==> config.mk <==
export PLATFORM = sky130hd
export DESIGN_NAME = reset_sequencer
export DESIGN_NICKNAME = d
export VERILOG_FILES = /design/src/rtl/reset_sequencer_pkg.sv /design/src/rtl/reset_sequencer_sync_debounce.sv /design/src/rtl/reset_sequencer.sv
export SDC_FILE = /design/constraint.sdc
export NUM_CORES = 1
export LEC_CHECK = 0
export ABC_CLOCK_PERIOD_IN_PS = 2400
export BUFFER_PORTS_ARGS = -buffer_cell sky130_fd_sc_hd__buf_4
export CORE_MARGIN = 2
export CORE_UTILIZATION = 30
export CTS_BUF_LIST = sky130_fd_sc_hd__clkbuf_4 sky130_fd_sc_hd__clkbuf_8
export DETAILED_ROUTE_END_ITERATION = 8
export MAX_ROUTING_LAYER = met4
export SLEW_MARGIN = 40
export SYNTH_ARGS = -nofsm -noshare
export SYNTH_HDL_FRONTEND = slang
export SYNTH_HIERARCHICAL = 1
export SYNTH_SLANG_ARGS = --single-unit
==> constraint.sdc <==
create_clock -name clk -period 2.4 [get_ports clk]
set_input_delay 0 -clock clk [delete_from_list [all_inputs] [get_ports clk]]
set_output_delay 0 -clock clk [all_outputs]
set_load 0.1 [all_outputs]
==> src/rtl/reset_sequencer_pkg.sv <==
// ============================================================================
// reset_sequencer_pkg : shared state encodings and helpers for reset_sequencer
// Revision 1.0
// ============================================================================
`default_nettype none

package reset_sequencer_pkg;

  typedef enum logic [1:0] {
    ST_ASSERT    = 2'd0,
    ST_WAIT_LOCK = 2'd1,
    ST_HOLD      = 2'd2,
    ST_RUN       = 2'd3
  } state_e;

  localparam int unsigned DROP_CNT_W = 8;

  function automatic logic [DROP_CNT_W-1:0] sat_inc(input logic [DROP_CNT_W-1:0] v);
    return (&v) ? v : v + 1'b1;
  endfunction

endpackage

`default_nettype wire

==> src/rtl/reset_sequencer_sync_debounce.sv <==
// ============================================================================
// sync_debounce : SYNC_STAGES-deep synchroniser with optional stability filter
// (filter built only when RESET_SEQUENCER_DEBOUNCE_EN is defined). Revision 1.0
// ============================================================================
`default_nettype none

module sync_debounce #(
  parameter int SYNC_STAGES     = 2,
  parameter int DEBOUNCE_CYCLES = 65536
) (
  input  logic clk,
  input  logic reset,
  input  logic async_i,
  output logic deb_o
);

  if (SYNC_STAGES < 2) begin : g_bad_sync_stages
    $error("sync_debounce: SYNC_STAGES must be at least 2");
  end
  if (DEBOUNCE_CYCLES < 1) begin : g_bad_debounce_cycles
    $error("sync_debounce: DEBOUNCE_CYCLES must be at least 1");
  end

  logic [SYNC_STAGES-1:0] sync_q;
  logic                   sync_s;

  always_ff @(posedge clk or posedge reset) begin
    if (reset) sync_q <= '0;
    else       sync_q <= {sync_q[SYNC_STAGES-2:0], async_i};
  end

  assign sync_s = sync_q[SYNC_STAGES-1];

`ifdef RESET_SEQUENCER_DEBOUNCE_EN
  localparam int CNT_W = (DEBOUNCE_CYCLES > 1) ? $clog2(DEBOUNCE_CYCLES) : 1;

  logic [CNT_W-1:0] cnt_q;
  logic             deb_q;

  // Output flips only after DEBOUNCE_CYCLES consecutive cycles of disagreement.
  always_ff @(posedge clk or posedge reset) begin
    if (reset) begin
      cnt_q <= '0;
      deb_q <= 1'b0;
    end else if (sync_s != deb_q) begin
      if (cnt_q == CNT_W'(DEBOUNCE_CYCLES - 1)) begin
        deb_q <= sync_s;
        cnt_q <= '0;
      end else begin
        cnt_q <= cnt_q + 1'b1;
      end
    end else begin
      cnt_q <= '0;
    end
  end

  assign deb_o = deb_q;
`else
  assign deb_o = sync_s;
`endif

endmodule

`default_nettype wire

==> src/rtl/reset_sequencer.sv <==
// ============================================================================
// reset_sequencer : PLL-lock / button driven SoC reset FSM (ASSERT..RUN).
// Button debounce enabled by RESET_SEQUENCER_DEBOUNCE_EN. Revision 1.0
// ============================================================================
`default_nettype none

module reset_sequencer
  import reset_sequencer_pkg::*;
#(
  parameter int SYNC_STAGES     = 2,
  parameter int HOLD_CYCLES     = 1024,
  parameter int DEBOUNCE_CYCLES = 65536
) (
  input  logic                  clk,
  input  logic                  reset,
  input  logic                  pll_locked,
  input  logic                  btn,
  output logic                  soc_reset,
  output logic                  ready,
  output logic [1:0]            state,
  output logic [DROP_CNT_W-1:0] lock_drop_count
);

  if (HOLD_CYCLES < 1) begin : g_bad_hold_cycles
    $error("reset_sequencer: HOLD_CYCLES must be at least 1");
  end

  localparam int HOLD_W = (HOLD_CYCLES > 1) ? $clog2(HOLD_CYCLES) : 1;

  logic [SYNC_STAGES-1:0] lock_sync_q;
  logic                   locked_s;
  logic                   btn_d;

  always_ff @(posedge clk or posedge reset) begin
    if (reset) lock_sync_q <= '0;
    else       lock_sync_q <= {lock_sync_q[SYNC_STAGES-2:0], pll_locked};
  end

  assign locked_s = lock_sync_q[SYNC_STAGES-1];

  sync_debounce #(
    .SYNC_STAGES     (SYNC_STAGES),
    .DEBOUNCE_CYCLES (DEBOUNCE_CYCLES)
  ) u_btn_sync (
    .clk     (clk),
    .reset   (reset),
    .async_i (btn),
    .deb_o   (btn_d)
  );

  state_e                  state_q;
  logic [HOLD_W-1:0]       hold_cnt_q;
  logic                    soc_reset_q;
  logic                    ready_q;
  logic [DROP_CNT_W-1:0]   drop_cnt_q;

  always_ff @(posedge clk or posedge reset) begin
    if (reset) begin
      state_q     <= ST_ASSERT;
      hold_cnt_q  <= '0;
      soc_reset_q <= 1'b1;
      ready_q     <= 1'b0;
      drop_cnt_q  <= '0;
    end else begin
      case (state_q)
        ST_ASSERT: begin
          if (!btn_d) state_q <= ST_WAIT_LOCK;
        end
        ST_WAIT_LOCK: begin
          if (locked_s) begin
            state_q    <= ST_HOLD;
            hold_cnt_q <= '0;
          end
        end
        ST_HOLD: begin
          // Losing lock wins over completing the hold period.
          if (!locked_s) begin
            state_q    <= ST_WAIT_LOCK;
            drop_cnt_q <= sat_inc(drop_cnt_q);
          end else if (hold_cnt_q == HOLD_W'(HOLD_CYCLES - 1)) begin
            state_q     <= ST_RUN;
            soc_reset_q <= 1'b0;
            ready_q     <= 1'b1;
          end else begin
            hold_cnt_q <= hold_cnt_q + 1'b1;
          end
        end
        ST_RUN: begin
          if (!locked_s || btn_d) begin
            state_q     <= ST_ASSERT;
            soc_reset_q <= 1'b1;
            ready_q     <= 1'b0;
            if (!locked_s) drop_cnt_q <= sat_inc(drop_cnt_q);
          end
        end
        default: begin
          state_q     <= ST_ASSERT;
          soc_reset_q <= 1'b1;
          ready_q     <= 1'b0;
        end
      endcase
    end
  end

  assign state           = state_q;
  assign soc_reset       = soc_reset_q;
  assign ready           = ready_q;
  assign lock_drop_count = drop_cnt_q;

endmodule

`default_nettype wire
==> impl_metrics.env, run 1 <==
export IMPL_min_period_over_period_pct=75.0
export IMPL_start_util_pct=31.3
export IMPL_ios=16
export IMPL_root_buffer="clkbuf_8"
export IMPL_grt_usage_pct=11.5
export IMPL_synthToLayoutAreaGrowth_pct=19.2
export IMPL_ys_warn_count=6
export IMPL_n_antenna_cell=0
export IMPL_mappedNetlistArea_um2=1260
export IMPL_clk_latency_ps=270
export IMPL_rsz0062_at_grt="false"
export IMPL_fmax_mhz=555
export IMPL_final_common_cell="dfrtp_1"
export IMPL_via_per_inst=5.07
export IMPL_synth_adder_area_share_pct=1.98
export IMPL_yosysUniqueCellTypes=36
export IMPL_htreeDepth=1
export IMPL_fin_util_pct=37.3
export IMPL_core_area_um2=4030
export IMPL_finClkSkew_ps=1.76
export IMPL_crit_type="register to register"
export IMPL_numCtsBuffers=3
export IMPL_seqCellArea_um2=652
export IMPL_tritoncts="built"
export IMPL_dp_cells=184
export IMPL_yosysSeqAreaShare_pct=51.7
export IMPL_whs_ps=150
export IMPL_crit_required_ps=2590
export IMPL_avgSynthCellArea_um2=10.3
export IMPL_multi_input_comb_area_um2=573
export IMPL_finalSetupTns_ps=0
export IMPL_p_leak_nw=0.675
export IMPL_fin_crit_ps=1800
export IMPL_endpoint_kind="register"
export IMPL_critPathTopFamily="simple AND/OR/NAND/NOR gates"
export IMPL_io_buffer_count=15
export IMPL_avgRoutedWirePerCell_um=12.4
export IMPL_synth_flop_cell="dfrtp_1"
export IMPL_syn_num_nets=129
export IMPL_timing_critical_path_buf_inv=0
export IMPL_start_kind="register"
export IMPL_relSlewSlack_pct=67.1
export IMPL_crit_slowest_cell="dfrtp_1"
export IMPL_ys_ff_latch=26
export IMPL_grt_pass1_vias=950
export IMPL_die_area_um2=4740
export IMPL_tightest_slew_ps=493
export IMPL_synth_compound_area_share_pct=14.0
export IMPL_synth_simple_area_share_pct=20.0
export IMPL_vias=968
export IMPL_finalMaxSlewViolations=0
export IMPL_hp_class="input pin to asynchronous set/reset pin"
export IMPL_yosysTopAreaCell="dfrtp_1"
export IMPL_chipWidth_um=68.8
export IMPL_max_stage_delay_ps=430
export IMPL_setup_viol=0
export IMPL_drc=0
export IMPL_drv_cap=0
export IMPL_clk_path_buf_depth=2
export IMPL_path_max_fanout=6
export IMPL_synth_xor_area_share_pct=7.64
export IMPL_dpl_hpwl_um=1740
export IMPL_final_instance_count_excl_fill=191
export IMPL_async_flop_share_pct=100
export IMPL_critical_path_arrival_ps=1990
export IMPL_drive_gt1_share_pct=20.6
export IMPL_drt_iter0_drc=19
export IMPL_netlist_area_leader_share_pct=49.6
export IMPL_grt_pass1_wl_um=4080
export IMPL_antenna_left=0
export IMPL_antenna_found_initial=0
export IMPL_power_density_nw_per_um2=1130
export IMPL_fin_nets=148
export IMPL_fp_dieH_um=68.8
export IMPL_mostFrequentLayoutCells="dfrtp_1 (25), buf_4 (15), nor2_1 (11)"
export IMPL_hold_violations=0
export IMPL_clkSlewWorstSetupHoldPaths_ps=90
export IMPL_synth_mux_area_share_pct=1.79
export IMPL_synth_cells=123
export IMPL_synth_edff_count=0
export IMPL_gp_congestion=0.779
export IMPL_grt_overflow=0
export IMPL_synthTopCellsByArea="dfrtp_1 (50%), xor2_1 (5.6%), nor2_1 (3.3%)"
export IMPL_peakVddDrop_mv=0.874
export IMPL_fp_row_count=23
export IMPL_grt_max_degree=25
export IMPL_wl_um=2380
export IMPL_crit_path_cell_trace="ha_1, and4_4, a31oi_4, o21ai_2, or3_1, a21oi_1"
export IMPL_clock_sinks=26
export IMPL_cts_setup_buffers=0
export IMPL_synth_top_family_by_area="simple AND/OR/NAND/NOR gates"
export IMPL_outcome="completed"
export IMPL_fillers=415
export IMPL_first_pass_iters=4
-- final timing paths --
path,slack [ps],endpoint,start,cells past startpoint
setup / recovery,600,hold_cnt_q[9]$_DFFE_PP0P_,hold_cnt_q[0]$_DFFE_PP0P_,6
hold / removal,150,u_btn_sync/sync_q[0]$_DFF_PP0_,reset,3
setup reg to reg,600,hold_cnt_q[9]$_DFFE_PP0P_,hold_cnt_q[0]$_DFFE_PP0P_,6
hold reg to reg,360,lock_sync_q[1]$_DFF_PP0_,lock_sync_q[0]$_DFF_PP0_,0
max in group asynchronous,1720,soc_reset$_DFFE_PP1P_,reset,3
min in group clk,360,lock_sync_q[1]$_DFF_PP0_,lock_sync_q[0]$_DFF_PP0_,0
-- Yosys cell counts (2+ instances only) --
cell type and instances:
and3_1 2, a31oi_1 2, o21ai_2 2, mux2_2 2, ha_1 2, o211ai_1 2, clkbuf_1 2, o21ai_0 7
nand2b_1 4, nor2_1 11, and4_4 2, nand3_1 6, dfrtp_1 25, inv_1 5, xnor2_1 3, a21oi_1 7
nand4_1 4, nand2_1 9, or3_1 2, xor2_1 8
-- kinds of logic (layout without fill, tap and decap cells) --
| logic type | after synthesis | count (layout) |
|---|---|---|
| and+or+nand+nor | 47 | 47 |
| DFF | 26 | 26 |
| buffers and inverters | 9 | 27 |
| xor gates and xnor gates | 11 | 11 |
| muxes | 2 | 2 |
| adders and majority gates | 2 | 2 |
| AOI/OAI and AO/OA | 26 | 26 |
-- worst reg2reg max path, cell delays in order (launching register included) --
cell and delay [ps]:
dfrtp_1 430, ha_1 240, and4_4 220, a31oi_4 240, o21ai_2 120, or3_1 320
a21oi_1 160
-- power by group --
group,switching (mW),internal (mW)
Combinational,0.584,0.184
Sequential,0.126,0.517
Clock,0.135,0.147
-- area by class of cell --
type / count / area share [%]
Sequential cell: 26 / 43.3
Multi-Input combinational cell: 88 / 38.1
Timing Repair Buffer: 18 / 9.48
Tap cell: 50 / 4.16
Clock buffer: 4 / 3.66
Inverter: 5 / 1.25
-- what timing repair did --
item | 4_1_cts | 5_1_grt
endpoints found under the hold margin | 27 | 0
hold buffers | 3 | 0
resized for setup | 0 | 0
-- per-stage QoR --
stage          cell area, µm²  setup slack [ps]  power (mW)
2_1_floorplan            1260              76.5        1.26
3_5_place_dp             1420               618        1.42
5_1_grt                  1500               446        1.78
6_report                 1500               599        1.69
4_1_cts                  1500               595        1.71
3_3_place_gp             1420               694        1.41
-- flip-flops by register name, indices dropped and copies added (netlist names) --
signal / flops
hold_cnt_q: 10
lock_drop_count: 8
lock_sync_q: 2
ready: 1
soc_reset: 1
state: 2
u_btn_sync/sync_q: 2
-- per-layer routing --
metal	GRT usage [%]	part of all wire (%)	vias up
met3	1.95	2.7	2
li1	-	-	475
met5	-	0	-
met1	14.5	47	475
met4	2.21	0.42	0
met2	19.6	50	16
No activity file was read; power rests on OpenSTA's default activity.
==> run 2, diff against run 1 <==
--- a/config.mk
+++ b/config.mk
@@ -5,7 +5,8 @@
 export SDC_FILE = /design/constraint.sdc
 export NUM_CORES = 1
 export LEC_CHECK = 0
-export ABC_CLOCK_PERIOD_IN_PS = 2400
+export ABC_AREA = 1
+export ABC_CLOCK_PERIOD_IN_PS = 1800
 export BUFFER_PORTS_ARGS = -buffer_cell sky130_fd_sc_hd__buf_4
 export CORE_MARGIN = 2
 export CORE_UTILIZATION = 30
==> constraint.sdc (replaced) <==
create_clock -name clk -period 1.8 [get_ports clk]
set_input_delay 0 -clock clk [delete_from_list [all_inputs] [get_ports clk]]
set_output_delay 0 -clock clk [all_outputs]
set_load 0.1 [all_outputs]
==> run 2 against run 1 <==
  * Total power up 39%
  * Hold slack got worse by 17 ps
  * Critical path depth rose by 2
  * Combinational power rose by 52%
  * Fmax up 17%
  * Clock skew rose by 0.89 ps
  * Largest cell class unchanged
  * Die area up 7.7%
  * Synthesized cell count is 38% higher
==> impl_metrics.env, run 2 <==
export IMPL_outcome="completed"
export IMPL_tightest_slew_ps=339
export IMPL_ios=16
export IMPL_start_util_pct=31.4
export IMPL_synthToLayoutAreaGrowth_pct=21.3
export IMPL_grt_pass1_vias=992
export IMPL_yosysTopAreaCell="dfrtp_1"
export IMPL_first_pass_iters=4
export IMPL_grt_max_degree=25
export IMPL_synth_cells=170
export IMPL_io_buffer_count=15
export IMPL_gp_congestion=0.828
export IMPL_crit_required_ps=1950
export IMPL_n_antenna_cell=0
export IMPL_drive_gt1_share_pct=21.1
export IMPL_crit_path_cell_trace="ha_1, nand3_1, nor2_1, nand3_2, nand2_2, inv_1, nand2_1, o21ai_0"
export IMPL_grt_overflow=0
export IMPL_via_per_inst=4.50
export IMPL_syn_num_nets=176
export IMPL_async_flop_share_pct=100
export IMPL_yosysUniqueCellTypes=23
export IMPL_crit_type="register to register"
export IMPL_drc=0
export IMPL_min_period_over_period_pct=85.3
export IMPL_clock_sinks=26
export IMPL_core_area_um2=4350
export IMPL_hp_class="input pin to asynchronous set/reset pin"
export IMPL_max_stage_delay_ps=440
export IMPL_final_common_cell="nand2_1"
export IMPL_drt_iter0_drc=43
export IMPL_antenna_left=0
export IMPL_fp_dieH_um=71.5
export IMPL_synthTopCellsByCount="nand2_1 (49), dfrtp_1 (25), nand3_1 (18)"
export IMPL_path_max_fanout=7
export IMPL_numCtsBuffers=3
export IMPL_synth_flop_cell="dfrtp_1"
export IMPL_top_register="hold_cnt_q"
export IMPL_clk_latency_ps=270
export IMPL_finalSetupTns_ps=0
export IMPL_htreeDepth=1
export IMPL_ys_warn_count=6
export IMPL_synth_edff_count=0
export IMPL_multi_input_comb_area_um2=634
export IMPL_start_kind="register"
export IMPL_fp_row_count=24
export IMPL_p_leak_nw=0.771
export IMPL_whs_ps=133
export IMPL_avgSynthCellArea_um2=8.03
export IMPL_power_density_nw_per_um2=1420
export IMPL_synthTopCellsByArea="dfrtp_1 (46%), nand2_1 (13%), nand3_1 (6.6%)"
export IMPL_mostFrequentLayoutCells="nand2_1 (48), buf_4 (18)"
export IMPL_yosysMostFrequentCell="nand2_1"
export IMPL_critical_path_arrival_ps=1690
export IMPL_peakVddDrop_mv=0.555
export IMPL_crit_slowest_cell="dfrtp_4"
export IMPL_clkSlewWorstSetupHoldPaths_ps=80
export IMPL_finClkSkew_ps=2.65
export IMPL_wl_um=2470
export IMPL_endpoint_kind="register"
export IMPL_rsz0062_at_grt="false"
export IMPL_tritoncts="built"
export IMPL_fin_nets=201
export IMPL_dpl_hpwl_um=1840
export IMPL_fillers=446
export IMPL_grt_pass1_wl_um=4420
export IMPL_setup_viol=0
export IMPL_fmax_mhz=651
export IMPL_ys_ff_latch=26
export IMPL_vias=1108
export IMPL_mappedNetlistArea_um2=1370
export IMPL_yosysSeqAreaShare_pct=47.8
export IMPL_grt_usage_pct=11.4
export IMPL_drv_cap=0
export IMPL_seqCellArea_um2=667
export IMPL_finalMaxSlewViolations=0
export IMPL_chipWidth_um=71.5
export IMPL_largest_reg_flops=10
export IMPL_hold_violations=0
export IMPL_cts_setup_buffers=0
export IMPL_clk_path_buf_depth=2
export IMPL_die_area_um2=5110
export IMPL_netlist_area_leader_share_pct=45.8
export IMPL_antenna_found_initial=0
export IMPL_root_buffer="clkbuf_8"
export IMPL_relSlewSlack_pct=77.4
export IMPL_avgRoutedWirePerCell_um=10.0
export IMPL_fin_crit_ps=1540
run 2: changes by cell type in the layout (fill, tap and decap cells not counted), moves of 3 or more:
cell,before,now
a21oi_1,7,2
buf_4,15,18
dfrtp_1,25,17
dfrtp_2,0,6
inv_1,4,17
nand2_1,9,48
nand2b_1,4,0
nand3_1,6,17
nor2_1,11,17
o21ai_1,0,5
run 2: cell families (layout without fill, tap and decap cells):
kind of cell / Yosys count / in the layout / share of synthesized area, %
AOI/OAI and AO/OA: 19 / 19 / 8.43
xor gates and xnor gates: 10 / 10 / 6.42
adders and majority gates: 2 / 2 / 1.83
buffers and inverters: 21 / 45 / 6.32
DFF: 26 / 26 / 47.8
and+or+nand+nor: 92 / 92 / 29.2
run 2: layer usage:
layer / track usage (%) / wire [µm] / vias up / part of all wire, %
li1: - / - / 590 / -
met1: 15.3 / 1260 / 500 / 51
met2: 16.5 / 1090 / 13 / 44
met3: 1.69 / 64 / 5 / 2.6
met4: 6.29 / 59 / 0 / 2.4
met5: - / 0 / - / 0
run 2: final timing paths:
path	cells past startpoint	end	startpoint	slack, ps
max reg2reg	8	lock_drop_count[1]$_DFFE_PP0P_	lock_drop_count[0]$_DFFE_PP0P_	260
max in group asynchronous	4	soc_reset$_DFFE_PP1P_	reset	1190
max	8	lock_drop_count[1]$_DFFE_PP0P_	lock_drop_count[0]$_DFFE_PP0P_	260
min in group clk	0	lock_sync_q[1]$_DFF_PP0_	lock_sync_q[0]$_DFF_PP0_	350
min	3	u_btn_sync/sync_q[1]$_DFF_PP0_	reset	130
min reg2reg	0	lock_sync_q[1]$_DFF_PP0_	lock_sync_q[0]$_DFF_PP0_	350
run 2: power breakdown:
| part | leakage (nW) | switching, mW | internal, mW |
|---|---|---|---|
| Combinational | 0.417 | 0.882 | 0.290 |
| Sequential | 0.328 | 0.126 | 0.709 |
| Clock | 0.0262 | 0.173 | 0.173 |
run 2: cell type report:
type                       count  share of cell area [%]
inverter                      20                    4.54
tap                           52                    3.93
sequential                    26                    40.3
timing repair buffer          21                    9.98
multi-input combinational    123                    38.3
clock buffer                   4                    2.95
run 2: metrics by stage:
step | worst slack, ps | std cells | power, mW | util, % | instance area, µm²
finish | 264 | 246 | 2.35 | 38.0 | 1660
global route | 28.7 | 246 | 2.52 | 38.0 | 1660
CTS | 195 | 246 | 2.38 | 37.8 | 1650
global placement | 215 | 239 | 2.02 | 36.0 | 1570
floorplan | 86.2 | 170 | 1.77 | - | 1380
detailed placement | 211 | 239 | 2.02 | 36.0 | 1570
run 2: what timing repair did:
action	CTS	global route
gates resized for setup	0	2
hold endpoints to repair	27	0
setup endpoints to repair	0	5
hold buffers	3	0
run 2: worst max-delay path, delay by kind of cell, from the launching register on:
family	cells	cell delay [ps]
AOI/OAI and AO/OA	1	70
adders and majority gates	1	200
buffers and inverters	1	130
and+or+nand+nor	5	570
DFF	1	440
